$ cat src/rtl/frame_capture_ctrl.sv
// Frame-gated write-path controller between camera capture and frame buffer (live/freeze/snapshot).
// Optional word-count check: define FRAME_CAPTURE_CTRL_WORDCHECK_EN to build the short_frame logic.
module frame_capture_ctrl #(
    parameter int FRAME_WORDS = 76800,
    parameter int ADDR_W      = 17,
    parameter int DATA_W      = 12
) (
    input  logic              clk,
    input  logic              rst_n,
    input  logic              vsync,
    input  logic              we_in,
    input  logic [ADDR_W-1:0] addr_in,
    input  logic [DATA_W-1:0] data_in,
    input  logic              cmd_live,
    input  logic              cmd_freeze,
    input  logic              cmd_snap,
    output logic              we_out,
    output logic [ADDR_W-1:0] addr_out,
    output logic [DATA_W-1:0] data_out,
    output logic [1:0]        mode,
    output logic              frame_done,
    output logic [7:0]        frame_count,
    output logic              overrun,
    output logic              short_frame
);

    localparam logic [1:0]      ST_LIVE = 2'd0;
    localparam logic [1:0]      ST_HOLD = 2'd1;
    localparam logic [1:0]      ST_SNAP = 2'd2;
    localparam logic [ADDR_W:0] LP_FW   = (ADDR_W+1)'(FRAME_WORDS);

    logic              r_vsync_q;
    logic              r_synced;
    logic              r_pend_live, r_pend_frz, r_pend_snap;
    logic [1:0]        r_state;
    logic [ADDR_W:0]   r_wcnt;

    logic              w_vs_rise;
    logic              w_req_live, w_req_frz, w_req_snap;
    logic              w_gated_st, w_gate, w_in_range, w_accept, w_drop, w_frame_end;
    logic [1:0]        w_state_nxt;

    assign w_vs_rise   = vsync & ~r_vsync_q;
    // A pulse landing on the boundary cycle still counts for that boundary.
    assign w_req_live  = r_pend_live | cmd_live;
    assign w_req_frz   = r_pend_frz  | cmd_freeze;
    assign w_req_snap  = r_pend_snap | cmd_snap;
    assign w_gated_st  = (r_state == ST_LIVE) || (r_state == ST_SNAP);
    // r_synced keeps the gate shut until a blanking period is seen, so a
    // reset released mid-frame never lets a partial frame into the buffer.
    assign w_gate      = w_gated_st & r_synced & ~vsync;
    assign w_in_range  = {1'b0, addr_in} < LP_FW;
    assign w_accept    = we_in & w_gate & w_in_range;
    assign w_drop      = we_in & w_gate & ~w_in_range;
    assign w_frame_end = w_vs_rise & w_gated_st & (r_wcnt != '0);
    assign mode        = r_state;

    always_comb begin
        w_state_nxt = r_state;
        case (r_state)
            ST_LIVE: begin
                if (w_req_frz)       w_state_nxt = ST_HOLD;
                else if (w_req_snap) w_state_nxt = ST_SNAP;
            end
            ST_HOLD: begin
                if (w_req_snap)      w_state_nxt = ST_SNAP;
                else if (w_req_live) w_state_nxt = ST_LIVE;
            end
            ST_SNAP: begin
                if (w_req_frz)       w_state_nxt = ST_HOLD;
                else if (w_req_live) w_state_nxt = ST_LIVE;
                else                 w_state_nxt = ST_HOLD;
            end
            default:                 w_state_nxt = ST_LIVE;
        endcase
    end

    always_ff @(posedge clk or negedge rst_n) begin
        if (!rst_n) begin
            r_vsync_q   <= 1'b0;
            r_synced    <= 1'b0;
            r_pend_live <= 1'b0;
            r_pend_frz  <= 1'b0;
            r_pend_snap <= 1'b0;
            r_state     <= ST_LIVE;
            r_wcnt      <= '0;
            we_out      <= 1'b0;
            addr_out    <= '0;
            data_out    <= '0;
            frame_done  <= 1'b0;
            frame_count <= '0;
            overrun     <= 1'b0;
        end else begin
            r_vsync_q <= vsync;
            if (vsync) r_synced <= 1'b1;

            if (w_vs_rise) begin
                r_pend_live <= 1'b0;
                r_pend_frz  <= 1'b0;
                r_pend_snap <= 1'b0;
                r_state     <= w_state_nxt;
            end else begin
                r_pend_live <= w_req_live;
                r_pend_frz  <= w_req_frz;
                r_pend_snap <= w_req_snap;
            end

            we_out   <= w_accept;
            addr_out <= addr_in;
            data_out <= data_in;
            if (w_drop) overrun <= 1'b1;

            if (w_vs_rise)                      r_wcnt <= '0;
            else if (w_accept && r_wcnt != LP_FW) r_wcnt <= r_wcnt + (ADDR_W+1)'(1);

            frame_done <= w_frame_end;
            if (w_frame_end) frame_count <= frame_count + 8'd1;
        end
    end

`ifdef FRAME_CAPTURE_CTRL_WORDCHECK_EN
    always_ff @(posedge clk or negedge rst_n) begin
        if (!rst_n)                             short_frame <= 1'b0;
        else if (w_frame_end && r_wcnt != LP_FW) short_frame <= 1'b1;
    end
`else
    assign short_frame = 1'b0;
`endif

endmodule

$ cat config.mk
export PLATFORM = sky130hd
export DESIGN_NAME = frame_capture_ctrl
export DESIGN_NICKNAME = d
export VERILOG_FILES = /design/src/rtl/frame_capture_ctrl.sv
export SDC_FILE = /design/constraint.sdc
export NUM_CORES = 1
export LEC_CHECK = 0
export ABC_CLOCK_PERIOD_IN_PS = 1800
export CORE_UTILIZATION = 41
export DETAILED_ROUTE_END_ITERATION = 12
export PLACE_DENSITY = 0.8
export SETUP_SLACK_MARGIN = 0.1
export SLEW_MARGIN = 20
export SYNTH_ARGS = -nofsm -noshare
export SYNTH_HDL_FRONTEND = slang
export SYNTH_SLANG_ARGS = --single-unit
$ cat constraint.sdc
create_clock -name clk -period 1.8 [get_ports clk]
set_clock_uncertainty 0.2 [all_clocks]
set_input_delay 0.45 -clock clk [delete_from_list [all_inputs] [get_ports clk]]
set_output_delay 0.45 -clock clk [all_outputs]
set_load 0.02 [all_outputs]
==> impl_metrics.env, run 1 <==
export IMPL_outcome="complete, but fails checks"
export IMPL_failed_checks="setup timing"
export IMPL_globalRoute_totalOverflow=0
export IMPL_detail_route_iter0_violations=143
export IMPL_yosysWarningCount=0
export IMPL_grt_pass1_vias=2385
export IMPL_grt_setup_unrepaired="true"
export IMPL_clk_path_buf_depth=2
export IMPL_clockPowerShare=0.356
export IMPL_setup_worst_path_end_class="flop"
export IMPL_period_share=1.07
export IMPL_fp_row_count=28
export IMPL_place_congestion=0.854
export IMPL_p_total_mw=3.86
export IMPL_startpoint_type="flop"
export IMPL_placed_area_sq_um=3700
export IMPL_worst_pin_slew_ns=0.516
export IMPL_fill_cells=388
export IMPL_antenna_left=0
export IMPL_syn_avg_cell_area_sq_um=12.3
export IMPL_cts_buffers=9
export IMPL_cellPowerDensity_nw_per_um2=888
export IMPL_die_h_um=80.5
export IMPL_die_w_um=80.5
export IMPL_die_area_sq_um=6480
export IMPL_insertedDiodeCount=0
export IMPL_wl_met2_mm=4.11
export IMPL_initial_utilization=0.427
export IMPL_grt_max_degree=35
export IMPL_grt_usage=0.262
export IMPL_cts_root_buf="clkbuf_8"
export IMPL_via_count=2272
export IMPL_power_frac_seq=0.417
export IMPL_final_nets=387
export IMPL_fin_crit_ns=1.92
export IMPL_dr_max_layer_used="met4"
export IMPL_post_route_cell_area_sq_um=4340
export IMPL_intPower_mw=2.77
export IMPL_final_cell_mix="62 x dfrtp_1, 40 x buf_4, 25 x clkdlybuf4s50_1"
export IMPL_wl_met3_um=498
export IMPL_coreArea_sq_um=5920
export IMPL_wl_per_cell_um=18.3
export IMPL_cts_tree="done"
export IMPL_clk_latency_ns=0.35
export IMPL_syn_nets=245
export IMPL_p_sw_mw=1.08
export IMPL_clock_sinks=65
export IMPL_postSynthCellCount=206
export IMPL_clk_pin_slew_ns=0.07
export IMPL_vias_per_cell=5.31
export IMPL_grt_pass1_wl_mm=12.3
export IMPL_hold_path_class="input port to flop"
export IMPL_fin_setup_tns_ns=-0.851
export IMPL_p_leak_nw=2.07
export IMPL_fin_ws_ns=-0.123
export IMPL_ys_seq_area_frac=0.644
export IMPL_finalHoldViolations=0
export IMPL_slew_viol_final=0
export IMPL_final_common_cell="dfrtp_1"
export IMPL_drive_above_1_share=0.388
export IMPL_switching_share=0.281
export IMPL_fmaxAchievable_ghz=0.520
export IMPL_io_buffers=77
export IMPL_cp_arrival_ns=2.00
export IMPL_synth_seq_cells=65
export IMPL_netlist_area_sq_um=2530
export IMPL_io_pins=79
export IMPL_htree_num_levels=3
export IMPL_synth_distinct_cells=38
export IMPL_slew_headroom=0.653
export IMPL_wl_met1_mm=2.91
export IMPL_setup_viol=18
export IMPL_irDropWorstVdd_uv=721
export IMPL_dr_pass1_iters=4
export IMPL_route_detailed_drc=0
export IMPL_worstSetupPathType="flop to flop"
export IMPL_cap_violations=0
export IMPL_routed_wl_mm=7.83
export IMPL_dp_hpwl_mm=4.39
export IMPL_post_route_util=0.733
export IMPL_antenna_found_initial=0
export IMPL_power_frac_comb=0.227
export IMPL_syn2layout_area_growth_pct=71.8
export IMPL_cp_max_fo=6
export IMPL_required_ns=1.87
-- area by class of cell --
class | instances | area, sq um | share of cell area
tap | 75 | 93.8 | 0.0216
multi-input combinational | 132 | 1160 | 0.268
clock inverter | 7 | 93.8 | 0.0216
inverter | 6 | 22.5 | 0.00519
clock buffer | 9 | 124 | 0.0285
sequential | 65 | 1630 | 0.376
timing repair buffer | 134 | 1210 | 0.280
-- path summary, 6_finish.rpt --
kind | depth (start not counted) | endpoint | slack (ns) | start
setup / recovery | 5 | r_wcnt[8] | -0.12 | mode[0]
hold / removal | 1 | addr_out[10] | 0.22 | addr_in[10]
setup reg to reg | 5 | r_wcnt[8] | -0.12 | mode[0]
hold reg to reg | 1 | frame_count[7] | 0.27 | frame_count[7]
max in group asynchronous | 3 | data_out[1] | 0.48 | rst_n
min in group asynchronous | 2 | r_wcnt[2] | 0.35 | rst_n
-- Yosys cell counts, drive strengths merged --
cell type	n	area, sq um
a21oi	4	20.0
a22o	1	8.76
a31o	2	26.3
a31oi	1	6.26
and2	3	18.8
and3	5	32.5
and4	2	17.5
and4bb	1	12.5
buf	2	18.8
clkbuf	2	7.51
conb	1	3.75
dfrtp	65	1630
ha	3	37.5
inv	6	22.5
mux2	1	11.3
mux2i	1	10.0
nand2	19	71.3
nand2b	1	6.26
nand3	6	42.5
nand4	8	50.1
nor2	21	78.8
nor2b	1	6.26
nor3	6	30.0
nor4	8	80.1
nor4b	1	8.76
o211ai	2	28.8
o21ai	9	45.0
o31ai	2	15.0
or2	1	6.26
or3	3	18.8
xnor2	18	158
-- registers in the layout, summed over array words and instances (netlist names) --
signal / count
addr_out: 17
data_out: 12
frame_count: 8
frame_done: 1
mode: 2
overrun: 1
r_pend_frz: 1
r_pend_live: 1
r_pend_snap: 1
r_synced: 1
r_vsync_q: 1
r_wcnt: 18
we_out: 1
-- cells by family after synthesis --
| group | Yosys count | share of synthesized area |
|---|---|---|
| AOI/OAI and AO/OA | 21 | 0.0594 |
| xor gates and xnor gates | 18 | 0.0624 |
| DFF | 65 | 0.644 |
| and+or+nand+nor | 86 | 0.190 |
| buffers and inverters | 10 | 0.0193 |
| muxes | 2 | 0.00842 |
| adders and majority gates | 3 | 0.0149 |
| other | 1 | 0.00148 |
-- metal layers --
layer	up-vias	track usage
met5	-	0
met4	0	0.0982
li1	994	-
met3	42	0.0841
met1	1127	0.287
met2	109	0.467
-- power by group through the flow --
stage	registers (mW)	logic [mW]	clock network, mW
2_1_floorplan	1.76	0.174	0
3_3_place_gp	1.64	0.708	0
3_5_place_dp	1.64	0.732	0
4_1_cts	1.61	0.834	1.37
5_1_grt	1.62	0.933	1.47
6_report	1.61	0.874	1.37
-- through the flow --
| step | hold slack (ns) | worst slack [ns] | cells |
|---|---|---|---|
| 2_1_floorplan | -0.0456 | -0.0601 | 206 |
| 3_3_place_gp | 0.186 | -0.529 | 389 |
| 3_5_place_dp | 0.187 | -0.578 | 389 |
| 4_1_cts | 0.205 | -0.103 | 422 |
| 5_1_grt | 0.207 | -0.182 | 428 |
| 6_report | 0.217 | -0.123 | 428 |
-- worst max-delay path, stage by stage (launching register included) --
cell	delay [ns]
dfrtp_2	0.41
and4bb_4	0.35
o211ai_4	0.13
a31o_4	0.25
or3_1	0.35
a21oi_1	0.15
-- repair_timing --
action                                  in CTS  in global routing
endpoints found under the hold margin       13                  0
gates cloned                                 1                  0
hold buffers                                 1                  0
endpoints found under the setup margin      69                 59
pin swaps                                   27                 13
resized for setup                          116                 56
buffers inserted                            15                  8
No activity file was read; power rests on OpenSTA's default activity.
==> run 2, diff against run 1 <==
--- a/config.mk
+++ b/config.mk
@@ -6,6 +6,7 @@
 export NUM_CORES = 1
 export LEC_CHECK = 0
 export ABC_CLOCK_PERIOD_IN_PS = 1800
+export CORE_MARGIN = 1.5
 export CORE_UTILIZATION = 41
 export DETAILED_ROUTE_END_ITERATION = 12
 export PLACE_DENSITY = 0.8
==> run 2 against run 1 <==
The flow still finishes with violations (setup timing). Sequential share of layout area rose by 2.3 points. Via count down 7.9%. Flip-flop and latch count unchanged. Critical path depth grew 1. Clock-buffer cell count grew 1. Final cell count down 3.0%. Critical endpoint is now r_wcnt[3]. Highest routed layer unchanged.
==> impl_metrics.env, run 2 (same netlist as run 1, synthesis figures left out) <==
export IMPL_finalHoldViolations=0
export IMPL_cts_tree="done"
export IMPL_vias_per_cell=5.04
export IMPL_setup_worst_path_end_class="flop"
export IMPL_clock_sinks=65
export IMPL_required_ns=1.86
export IMPL_final_cell_mix="63 x dfrtp_1, 35 x buf_4, 25 x clkdlybuf4s50_1"
export IMPL_clk_path_buf_depth=2
export IMPL_cp_arrival_ns=2.00
export IMPL_final_common_cell="dfrtp_1"
export IMPL_reg2regPathDepth=6
export IMPL_cts_root_buf="clkbuf_8"
export IMPL_power_frac_seq=0.460
export IMPL_fin_ws_ns=-0.137
export IMPL_crit_buf_inv=2
export IMPL_post_route_util=0.690
export IMPL_antenna_found_initial=0
export IMPL_place_congestion=0.838
export IMPL_crit_family="simple AND/OR/NAND/NOR gates"
export IMPL_clk_pin_slew_ns=0.07
export IMPL_intPower_mw=2.48
export IMPL_grt_pass1_vias=2167
export IMPL_period_share=1.08
export IMPL_setup_viol=17
export IMPL_final_nets=374
export IMPL_cellPowerDensity_nw_per_um2=854
export IMPL_die_h_um=81.5
export IMPL_detail_route_iter0_violations=119
export IMPL_largestRegisters="r_wcnt: 18 flops, addr_out: 17 flops, data_out: 12 flops"
export IMPL_io_pins=79
export IMPL_grt_pass1_wl_mm=10.4
export IMPL_whs_path_depth=1
export IMPL_holdWs_ns=0.176
export IMPL_largest_reg_flops=18
export IMPL_routed_wl_mm=6.44
export IMPL_p_leak_nw=1.96
export IMPL_die_w_um=81.5
export IMPL_fin_setup_tns_ns=-0.906
export IMPL_cpPeakStageDelay_ns=0.42
export IMPL_irDropWorstVdd_uv=628
export IMPL_insertedDiodeCount=0
export IMPL_cap_violations=0
export IMPL_route_detailed_drc=0
export IMPL_fin_crit_ns=1.94
export IMPL_fp_row_count=28
export IMPL_die_area_sq_um=6640
export IMPL_grt_setup_unrepaired="true"
export IMPL_wl_per_cell_um=15.5
export IMPL_switching_share=0.288
export IMPL_antenna_left=0
export IMPL_initial_utilization=0.427
export IMPL_coreArea_sq_um=5920
export IMPL_largest_register="r_wcnt"
export IMPL_grt_max_degree=66
export IMPL_slew_viol_final=0
export IMPL_fmaxAchievable_ghz=0.516
export IMPL_dr_pass1_iters=6
export IMPL_outcome="complete, but fails checks"
export IMPL_globalRoute_totalOverflow=0
export IMPL_cp_max_fo=7
export IMPL_worstSetupPathType="flop to flop"
export IMPL_io_buffers=77
export IMPL_failed_checks="setup timing"
export IMPL_cp_num_cells=6
export IMPL_grt_usage=0.214
export IMPL_startpoint_type="flop"
export IMPL_clockPowerShare=0.317
export IMPL_cts_buffers=9
export IMPL_via_count=2093
export IMPL_seqCellArea_sq_um=1630
export IMPL_multi_input_area_sq_um=1060
export IMPL_p_total_mw=3.49
export IMPL_clk_latency_ns=0.34
export IMPL_drive_above_1_share=0.326
export IMPL_p_sw_mw=1.01
export IMPL_htree_num_levels=3
export IMPL_fill_cells=437
export IMPL_cp_cell_sequence="and4bb_2 -> o211ai_4 -> buf_6 -> buf_8 -> or3_4 -> a21oi_2"
export IMPL_hold_path_class="input port to flop"
export IMPL_slowest_stage="dfrtp_2"
export IMPL_syn2layout_area_growth_pct=61.8
export IMPL_power_frac_comb=0.223
export IMPL_dp_hpwl_mm=3.95
-- run 2: changes by cell type in the layout (fill, tap and decap cells not counted), moves of 3 or more --
cell           before  now
nand2_4             3    0
buf_6              15    8
nand2_2             2    5
inv_1               2    5
clkbuf_2            8    4
inv_2               4    1
dlygate4sd2_1      14   19
buf_4              40   35
-- run 2: metrics by stage --
stage | cells | worst slack (ns) | cell area [sq um]
after floorplan | 206 | -0.0601 | 2590
after global placement | 382 | -0.556 | 3650
after detailed placement | 382 | -0.660 | 3650
after CTS | 409 | -0.138 | 4030
after global routing | 415 | -0.172 | 4090
final | 415 | -0.137 | 4090
-- run 2: final cells by class --
class | count | share of cell area
repair buffers | 122 | 0.269
multi-input cells | 131 | 0.260
inverters | 6 | 0.00551
flip-flops and latches | 65 | 0.399
clock buffers | 10 | 0.0337
well taps | 75 | 0.0230
clock inverters | 6 | 0.0101
-- run 2: layer usage --
metal | routed length, um | track usage | vias to the layer above | share of wire
met5 | 0 | 0 | - | 0
met4 | 179 | 0.0966 | 0 | 0.028
met3 | 354 | 0.0744 | 22 | 0.055
met2 | 3410 | 0.383 | 70 | 0.53
met1 | 2500 | 0.226 | 1030 | 0.39
li1 | - | - | 971 | -
-- run 2: path summary, 6_finish.rpt --
kind	startpoint	slack (ns)	endpoint
hold / removal	addr_in[11]	0.18	addr_out[11]
min in group asynchronous	rst_n	0.45	addr_out[13]
hold reg to reg	r_synced	0.29	r_synced
setup reg to reg	mode[0]	-0.14	r_wcnt[3]
max in group asynchronous	rst_n	0.66	r_wcnt[0]
setup / recovery	mode[0]	-0.14	r_wcnt[3]
-- run 2: power groups by stage --
stage                     registers (mW)  clock network [mW]  logic, mW
after CTS                           1.61                1.13      0.769
after detailed placement            1.64                   0      0.714
final                               1.61                1.11      0.778
after floorplan                     1.76                   0      0.174
after global placement              1.64                   0      0.701
after global routing                1.62                1.20      0.835
-- run 2: timing repair --
item / in CTS / in global routing
hold endpoints to repair: 65 / 0
resized for setup: 104 / 35
buffers inserted: 10 / 6
hold buffers: 1 / 0
pin swaps: 23 / 24
endpoints found under the setup margin: 70 / 56
==> run 3, diff against run 2 <==
--- a/config.mk
+++ b/config.mk
@@ -6,6 +6,7 @@
 export NUM_CORES = 1
 export LEC_CHECK = 0
 export ABC_CLOCK_PERIOD_IN_PS = 1800
+export CAP_MARGIN = 30
 export CORE_MARGIN = 1.5
 export CORE_UTILIZATION = 41
 export DETAILED_ROUTE_END_ITERATION = 12
==> results of run 3 <==
Same layout as run 2: the final DEF is identical, and so are final timing and power.
